==> src/rtl/instr_fetch_unit_if.sv <==
// Fetch-side bus: memory address/data plus the decode handshake and redirect inputs.
// master = fetch unit, slave = memory/decode environment.
interface instr_fetch_unit_if #(
    parameter int ADDR_W = 14,
    parameter int DATA_W = 32
);
    logic [ADDR_W-1:0] read_adress;
    logic [DATA_W-1:0] instruction;
    logic              stall;
    logic              jump_en;
    logic [ADDR_W-1:0] jump_target;
    logic              branch_en;
    logic [ADDR_W-1:0] branch_pc;
    logic [15:0]       branch_offset;
    logic [DATA_W-1:0] if_instr;
    logic [ADDR_W-1:0] if_pc;
    logic              if_valid;

    modport master (
        output read_adress, if_instr, if_pc, if_valid,
        input  instruction, stall, jump_en, jump_target, branch_en, branch_pc, branch_offset
    );

    modport slave (
        input  read_adress, if_instr, if_pc, if_valid,
        output instruction, stall, jump_en, jump_target, branch_en, branch_pc, branch_offset
    );
endinterface

==> src/rtl/instr_fetch_unit.sv <==
// Instruction fetch: PC, one-cycle memory read, one-entry hold buffer for decode stalls, redirects.
// Optional perf counters (fetches, bubbles) enabled with `define FETCH_PERF_CNT_EN.
module instr_fetch_unit #(
    parameter int              ADDR_W   = 14,
    parameter int              DATA_W   = 32,
    parameter logic [ADDR_W-1:0] RESET_PC = '0
) (
    input  logic clk,
    input  logic rst_n,
    instr_fetch_unit_if.master bus
`ifdef FETCH_PERF_CNT_EN
    ,
    output logic [31:0] perf_fetch_cnt,
    output logic [31:0] perf_bubble_cnt
`endif
);
    typedef enum logic [1:0] {BOOT, RUN, STALL, FLUSH} state_t;

    state_t            state;
    logic [ADDR_W-1:0] pc_q;
    logic [ADDR_W-1:0] resp_pc;
    logic              resp_valid;
    logic              hold_valid;
    logic [DATA_W-1:0] hold_instr;
    logic [ADDR_W-1:0] hold_pc;
    logic              redirect;
    logic [ADDR_W-1:0] br_target;
    logic [ADDR_W-1:0] redirect_pc;

    // Size cast of the signed offset sign-extends or truncates to ADDR_W, giving modulo arithmetic.
    assign br_target   = bus.branch_pc + ADDR_W'(1) + ADDR_W'($signed(bus.branch_offset));
    assign redirect    = bus.jump_en | bus.branch_en;
    assign redirect_pc = bus.jump_en ? bus.jump_target : br_target;
    assign bus.read_adress = pc_q;

    always_comb begin
        if (hold_valid) begin
            bus.if_instr = hold_instr;
            bus.if_pc    = hold_pc;
            bus.if_valid = 1'b1;
        end else begin
            // Memory data is masked while nothing valid is on the bus so reset shows zeros.
            bus.if_instr = resp_valid ? bus.instruction : '0;
            bus.if_pc    = resp_pc;
            bus.if_valid = resp_valid;
        end
    end

    always_ff @(posedge clk or negedge rst_n) begin
        if (!rst_n) begin
            state      <= BOOT;
            pc_q       <= RESET_PC;
            resp_pc    <= '0;
            resp_valid <= 1'b0;
            hold_valid <= 1'b0;
            hold_instr <= '0;
            hold_pc    <= '0;
        end else begin
            resp_pc    <= pc_q;
            resp_valid <= !redirect;
            if (redirect) begin
                pc_q       <= redirect_pc;
                hold_valid <= 1'b0;
                state      <= FLUSH;
            end else begin
                case (state)
                    // The word at pc_q is being read now, so advance even though nothing is valid.
                    BOOT, FLUSH: begin
                        pc_q  <= pc_q + ADDR_W'(1);
                        state <= RUN;
                    end
                    RUN: begin
                        if (bus.stall) begin
                            hold_valid <= 1'b1;
                            hold_instr <= bus.if_instr;
                            hold_pc    <= bus.if_pc;
                            state      <= STALL;
                        end else begin
                            pc_q <= pc_q + ADDR_W'(1);
                        end
                    end
                    STALL: begin
                        if (!bus.stall) begin
                            hold_valid <= 1'b0;
                            pc_q       <= pc_q + ADDR_W'(1);
                            state      <= RUN;
                        end
                    end
                    default: state <= BOOT;
                endcase
            end
        end
    end

`ifdef FETCH_PERF_CNT_EN
    logic accept;
    assign accept = bus.if_valid && !bus.stall;

    always_ff @(posedge clk or negedge rst_n) begin
        if (!rst_n) begin
            perf_fetch_cnt  <= '0;
            perf_bubble_cnt <= '0;
        end else begin
            if (accept && perf_fetch_cnt != '1)
                perf_fetch_cnt <= perf_fetch_cnt + 32'd1;
            if (!bus.if_valid && state != BOOT && perf_bubble_cnt != '1)
                perf_bubble_cnt <= perf_bubble_cnt + 32'd1;
        end
    end
`endif
endmodule

==> src/flat_wrapper.sv <==
// flat-port wrapper written by rule: the top's interface ports become plain ports
module instr_fetch_unit_flat 
#(
    parameter int              ADDR_W   = 14,
    parameter int              DATA_W   = 32,
    parameter logic [ADDR_W-1:0] RESET_PC = '0
)
  (clk, rst_n, bus_read_adress, bus_if_instr, bus_if_pc, bus_if_valid, bus_instruction, bus_stall, bus_jump_en, bus_jump_target, bus_branch_en, bus_branch_pc, bus_branch_offset);
  instr_fetch_unit_if #(.ADDR_W(ADDR_W), .DATA_W(DATA_W)) bus_i ();
  input  logic clk;
  input  logic rst_n;
  output wire logic [$bits(bus_i.read_adress)-1:0] bus_read_adress;
  output wire logic [$bits(bus_i.if_instr)-1:0] bus_if_instr;
  output wire logic [$bits(bus_i.if_pc)-1:0] bus_if_pc;
  output wire logic [$bits(bus_i.if_valid)-1:0] bus_if_valid;
  input wire logic [$bits(bus_i.instruction)-1:0] bus_instruction;
  input wire logic [$bits(bus_i.stall)-1:0] bus_stall;
  input wire logic [$bits(bus_i.jump_en)-1:0] bus_jump_en;
  input wire logic [$bits(bus_i.jump_target)-1:0] bus_jump_target;
  input wire logic [$bits(bus_i.branch_en)-1:0] bus_branch_en;
  input wire logic [$bits(bus_i.branch_pc)-1:0] bus_branch_pc;
  input wire logic [$bits(bus_i.branch_offset)-1:0] bus_branch_offset;
  assign bus_read_adress = bus_i.read_adress;
  assign bus_if_instr = bus_i.if_instr;
  assign bus_if_pc = bus_i.if_pc;
  assign bus_if_valid = bus_i.if_valid;
  assign bus_i.instruction = bus_instruction;
  assign bus_i.stall = bus_stall;
  assign bus_i.jump_en = bus_jump_en;
  assign bus_i.jump_target = bus_jump_target;
  assign bus_i.branch_en = bus_branch_en;
  assign bus_i.branch_pc = bus_branch_pc;
  assign bus_i.branch_offset = bus_branch_offset;
  instr_fetch_unit #(.ADDR_W(ADDR_W), .DATA_W(DATA_W), .RESET_PC(RESET_PC)) u_core (.clk(clk), .rst_n(rst_n), .bus(bus_i));
endmodule
==> config.mk <==
export PLATFORM = sky130hd
export DESIGN_NAME = instr_fetch_unit_flat
export DESIGN_NICKNAME = d
export VERILOG_FILES = /design/src/rtl/instr_fetch_unit_if.sv /design/src/rtl/instr_fetch_unit.sv /design/src/flat_wrapper.sv
export SDC_FILE = /design/constraint.sdc
export NUM_CORES = 1
export LEC_CHECK = 0
export BUFFER_PORTS_ARGS = -buffer_cell sky130_fd_sc_hd__buf_2
export CAP_MARGIN = 10
export CORE_MARGIN = 4
export CORE_UTILIZATION = 51
export CTS_CLUSTER_DIAMETER = 150
export DETAILED_ROUTE_END_ITERATION = 7
export MAX_ROUTING_LAYER = met4
export PLACE_DENSITY = 0.77
export SYNTH_ARGS = -nofsm -noshare
export SYNTH_HDL_FRONTEND = slang
export SYNTH_SLANG_ARGS = --single-unit
==> constraint.sdc <==
create_clock -name clk -period 2.35 [get_ports clk]
set_input_delay 0.3525 -clock clk [delete_from_list [all_inputs] [get_ports clk]]
set_output_delay 0.3525 -clock clk [all_outputs]
set_load 0.03 [all_outputs]
==> impl_results.html <==
<table>
<tr><th>Metric</th><th>Value</th></tr>
<tr><th colspan="2">CTS</th></tr>
<tr><td># H-tree levels</td><td>3</td></tr>
<tr><td>Maximum count of clock buffers along a single path</td><td>2</td></tr>
<tr><td>CTS tree</td><td>built</td></tr>
<tr><td>Cell at the root of the clock tree</td><td>sky130_fd_sc_hd__clkbuf_8</td></tr>
<tr><td>Buffers inserted by post-CTS timing repair</td><td>0</td></tr>
<tr><td>CTS Hold Buffers Added</td><td>0</td></tr>
<tr><td># clock sinks</td><td>78</td></tr>
<tr><td>Number of gates resized after CTS</td><td>0</td></tr>
<tr><td>Number of buffers added by the clock tree synthesis step</td><td>9</td></tr>
<tr><td>Clock-pin transition on the worst setup and hold timing paths</td><td>0.07 ns</td></tr>
<tr><td>Clk Latency, worst-skew pair</td><td>about 0.33 ns</td></tr>
<tr><th colspan="2">STA</th></tr>
<tr><td>Final worst clock skew</td><td>0.00400 ns</td></tr>
<tr><td>Slew at the pin closest to its max-slew limit</td><td>about 0.57 ns</td></tr>
<tr><td>Final-layout setup total negative slack</td><td>0 ns</td></tr>
<tr><td>Hold Fails Final Rpt</td><td>0</td></tr>
<tr><td>Worst relative slew slack</td><td>about three fifths</td></tr>
<tr><td>Final setup violation count</td><td>0</td></tr>
<tr><td>Minimum clock period after layout</td><td>2.23 ns</td></tr>
<tr><td>Timing-limited maximum frequency</td><td>449 MHz</td></tr>
<tr><td>Crit share post-route</td><td>94.8%</td></tr>
<tr><td>RSZ-0062 raised after global routing</td><td>false</td></tr>
<tr><td>Final worst setup slack</td><td>0.123 ns</td></tr>
<tr><td>Final Max Slew Viols</td><td>0</td></tr>
<tr><th colspan="2">Finish</th></tr>
<tr><td>Share of layout cells above drive strength 1</td><td>approximately 45%</td></tr>
<tr><td>Area Growth Syn to Fin</td><td>25.5%</td></tr>
<tr><td>Fill cell total of the finished layout</td><td>663</td></tr>
<tr><td>Final antenna diode count</td><td>0</td></tr>
<tr><td>Number of standard cells in the final layout excluding fillers</td><td>654</td></tr>
<tr><td>Cell area after layout</td><td>5460 sq um</td></tr>
<tr><td>Count of nets after finishing</td><td>643</td></tr>
<tr><th colspan="2">Synthesis</th></tr>
<tr><td>XOR/XNOR Fraction of Synth Area</td><td>3.22%</td></tr>
<tr><td>Synthesized netlist cell count</td><td>392</td></tr>
<tr><td>Yosys warns</td><td>0</td></tr>
<tr><td>FFs w/ async S/R, synth</td><td>between 90% and 100%</td></tr>
<tr><td>Adder-cell share of the synthesized area</td><td>under 10%</td></tr>
<tr><td>Register bit count reported by yosys</td><td>78</td></tr>
<tr><td>Post-Synthesis Net Count</td><td>between 400 and 500</td></tr>
<tr><td>Post-synthesis area per instance</td><td>11.1 sq um</td></tr>
<tr><td>Post-synthesis share of cell area spent on and, or, nand and nor gates</td><td>10.3%</td></tr>
<tr><td>Top cells by count, synth</td><td>sky130_fd_sc_hd__dfrtp_1, sky130_fd_sc_hd__mux2_2, sky130_fd_sc_hd__a22o_1</td></tr>
<tr><td>Most common cell in the netlist</td><td>sky130_fd_sc_hd__dfrtp_1</td></tr>
<tr><td>Combinational family with the most area after synthesis</td><td>compound AO/OA/AOI/OAI gates</td></tr>
<tr><td>Commonest register cell after synthesis</td><td>sky130_fd_sc_hd__dfrtp_1</td></tr>
<tr><td>Cell types with the largest area share after synthesis</td><td>sky130_fd_sc_hd__dfrtp_1, sky130_fd_sc_hd__mux2_2, sky130_fd_sc_hd__a22o_1</td></tr>
<tr><td>Fraction of post-synthesis cell area in the top cell type by area</td><td>about 45%</td></tr>
<tr><td>Proportion of synthesized area in mux cells</td><td>16.0%</td></tr>
<tr><td>Synth Area in Compound Gates</td><td>between 10% and 20%</td></tr>
<tr><td>Cell accounting for the most synthesized area</td><td>sky130_fd_sc_hd__dfrtp_1</td></tr>
<tr><td>Share of synthesized area occupied by flip-flops and latches</td><td>44.8%</td></tr>
<tr><td>Distinct cell type count of the synthesized netlist</td><td>54</td></tr>
<tr><td>Total standard cell area after synthesis</td><td>4350 sq um</td></tr>
<tr><td>Count of flip-flops with a built-in enable after synthesis</td><td>0</td></tr>
<tr><th colspan="2">Place</th></tr>
<tr><td>Number of input and output port buffers inserted</td><td>139</td></tr>
<tr><td>Worst slack, placed</td><td>-0.0601 ns</td></tr>
<tr><td>Cell Area, Placed</td><td>~5300 sq um</td></tr>
<tr><td>Gp weighted congestion</td><td>0.909</td></tr>
<tr><td>HPWL after detailed placement</td><td>8.23 mm</td></tr>
<tr><td>Placed Instances</td><td>639</td></tr>
<tr><th colspan="2">Route</th></tr>
<tr><td>Drt first-iter violations</td><td>243</td></tr>
<tr><td>Antenna viol nets, final</td><td>0</td></tr>
<tr><td>Overall via count from detail_route</td><td>3770</td></tr>
<tr><td>Via density</td><td>between 5 and 6</td></tr>
<tr><td>DRC</td><td>0</td></tr>
<tr><td>Number of iterations in the first detailed-routing pass</td><td>4</td></tr>
<tr><td>Average wire per cell in the routed design</td><td>16.7 um</td></tr>
<tr><td>Final routed wirelength across all metal layers</td><td>10.9 mm</td></tr>
<tr><th colspan="2">Setup path</th></tr>
<tr><td>Worst Setup End Kind</td><td>flop</td></tr>
<tr><td>Crit path max fanout</td><td>4</td></tr>
<tr><td>Arr. time, crit path</td><td>2.45 ns</td></tr>
<tr><td>CP required</td><td>2.58 ns</td></tr>
<tr><td>Crit path kind</td><td>reg2reg</td></tr>
<tr><td>Critical path startpoint category</td><td>flop</td></tr>
<tr><th colspan="2">Die</th></tr>
<tr><td>I/O pin total</td><td>142</td></tr>
<tr><td>Width of the die</td><td>100 um</td></tr>
<tr><td>Std cell rows</td><td>33</td></tr>
<tr><td>Starting utilization of the core area</td><td>52.7%</td></tr>
<tr><td>Floorplan die area</td><td>10100 sq um</td></tr>
<tr><td>Die height</td><td>100 um</td></tr>
<tr><td>Core outline area</td><td>~8300 sq um</td></tr>
<tr><th colspan="2">GRT</th></tr>
<tr><td>Wire length of the first global-routing pass</td><td>17.6 mm</td></tr>
<tr><td>Largest net degree at the start of global routing</td><td>47</td></tr>
<tr><td>Number of antenna violations at the first check in global routing</td><td>0</td></tr>
<tr><td>Number of global-route vias before repair</td><td>3667</td></tr>
<tr><td>Total routing usage reported by global routing</td><td>22.3%</td></tr>
<tr><td>Residual overflow from global routing</td><td>0</td></tr>
<tr><th colspan="2">Power and ir drop</th></tr>
<tr><td>Peak VDD IR</td><td>around 0.31 mV</td></tr>
<tr><td>Total power draw</td><td>3.52 mW</td></tr>
<tr><td>Power density over the cells</td><td>644 nW/um^2</td></tr>
<tr><td>Static Leak</td><td>approximately 2.8 nW</td></tr>
<tr><th colspan="2">Worst hold path</th></tr>
<tr><td>Min-delay worst type</td><td>in2async</td></tr>
<tr><th colspan="2">Outcome</th></tr>
<tr><td>Run status</td><td>completed</td></tr>
<tr><th colspan="2">Run</th></tr>
<tr><td>MaxCap Viol Count</td><td>0</td></tr>
</table>
## power breakdown
part           switching [mW]  internal, mW
Sequential              0.114          1.53
Clock                   0.438         0.405
Combinational           0.589         0.441
Total                    1.14          2.38
## metal layers
metal,vias up,global-route usage (%),wire length (um)
met4,0,7.56,237
met3,18,4.93,807
met1,1828,27.1,4550
li1,1766,-,-
met5,-,-,0
met2,158,36.9,5310
## placed cells by master, fill, tap and decap left out, types with 4 or more instances in the layout
master,n
sky130_fd_sc_hd__ha_1,16
sky130_fd_sc_hd__a21o_1,7
sky130_fd_sc_hd__nand2_1,29
sky130_fd_sc_hd__xor2_1,5
sky130_fd_sc_hd__xnor2_1,11
sky130_fd_sc_hd__a22o_1,32
sky130_fd_sc_hd__buf_2,138
sky130_fd_sc_hd__nand3_1,10
sky130_fd_sc_hd__mux2_2,61
sky130_fd_sc_hd__and3_1,5
sky130_fd_sc_hd__nor2b_1,4
sky130_fd_sc_hd__inv_1,9
sky130_fd_sc_hd__nor2_1,13
sky130_fd_sc_hd__dfrtp_1,77
sky130_fd_sc_hd__o21a_1,6
sky130_fd_sc_hd__a21oi_1,18
sky130_fd_sc_hd__clkbuf_8,10
sky130_fd_sc_hd__o21ai_0,10
sky130_fd_sc_hd__buf_4,23
## stage by stage
| step | util (%) | hold WS, ns |
|---|---|---|
| finish | 66.2 | 0.0106 |
| global route | 66.2 | 0.0402 |
| CTS | 66.1 | 0.0160 |
| detailed placement | 64.1 | 0.389 |
| global placement | 64.1 | 0.377 |
| floorplan | - | 0.0569 |
## final timing paths
kind / cells after the start / to / slack, ns / startpoint
hold / removal: 1 / u_core.hold_pc[6]$_DFFE_PN0P_ / 0.01 / rst_n
setup reg to reg: 8 / u_core.bus.read_adress[11]$_DFFE_PN0P_ / 0.12 / u_core.state[0]$_DFFE_PN0P_
min in group clk: 3 / u_core.bus.read_adress[3]$_DFFE_PN0P_ / 0.23 / bus_jump_target[3]
max in group asynchronous: 2 / u_core.hold_instr[6]$_DFFE_PN0P_ / 1.63 / rst_n
hold reg to reg: 0 / u_core.resp_pc[12]$_DFF_PN0_ / 0.48 / u_core.bus.read_adress[12]$_DFFE_PN0P_
setup / recovery: 8 / u_core.bus.read_adress[11]$_DFFE_PN0P_ / 0.12 / u_core.state[0]$_DFFE_PN0P_
## critical path, cell delays in order, from the launching register on
cell and delay (ns):
sky130_fd_sc_hd__dfrtp_1 0.38, sky130_fd_sc_hd__inv_1 0.05, sky130_fd_sc_hd__ha_1 0.34, sky130_fd_sc_hd__nor2b_2 0.11
sky130_fd_sc_hd__nor4_4 0.32, sky130_fd_sc_hd__a211oi_2 0.13, sky130_fd_sc_hd__or3_1 0.31, sky130_fd_sc_hd__or3_1 0.31
sky130_fd_sc_hd__and3_1 0.18
## registers in the layout, summed over array words and instances, names as in the netlist
name,flops
u_core.resp_pc,14
u_core.state,2
u_core.hold_pc,14
u_core.hold_instr,32
u_core.hold_valid,1
u_core.resp_valid,1
u_core.bus.read_adress,14
## cells by family after synthesis
logic type | Yosys count
AND/OR/NAND/NOR | 85
multiplexers | 62
XOR/XNOR | 16
AO/OA/AOI/OAI | 105
buffers and inverters | 29
flip-flops | 78
adder cells (fa/ha/maj) | 17
## cell type report
cell class                 instances  area, sq um  area share, %
multi-input combinational        285         2300           42.1
sequential                        78         1950           35.8
timing repair buffer             162          883           16.2
clock buffer                      13          149           2.73
tap                              105          131           2.40
inverter                           9         33.8          0.618
clock inverter                     2         10.0          0.183
Power figures use the tool's default switching activity.
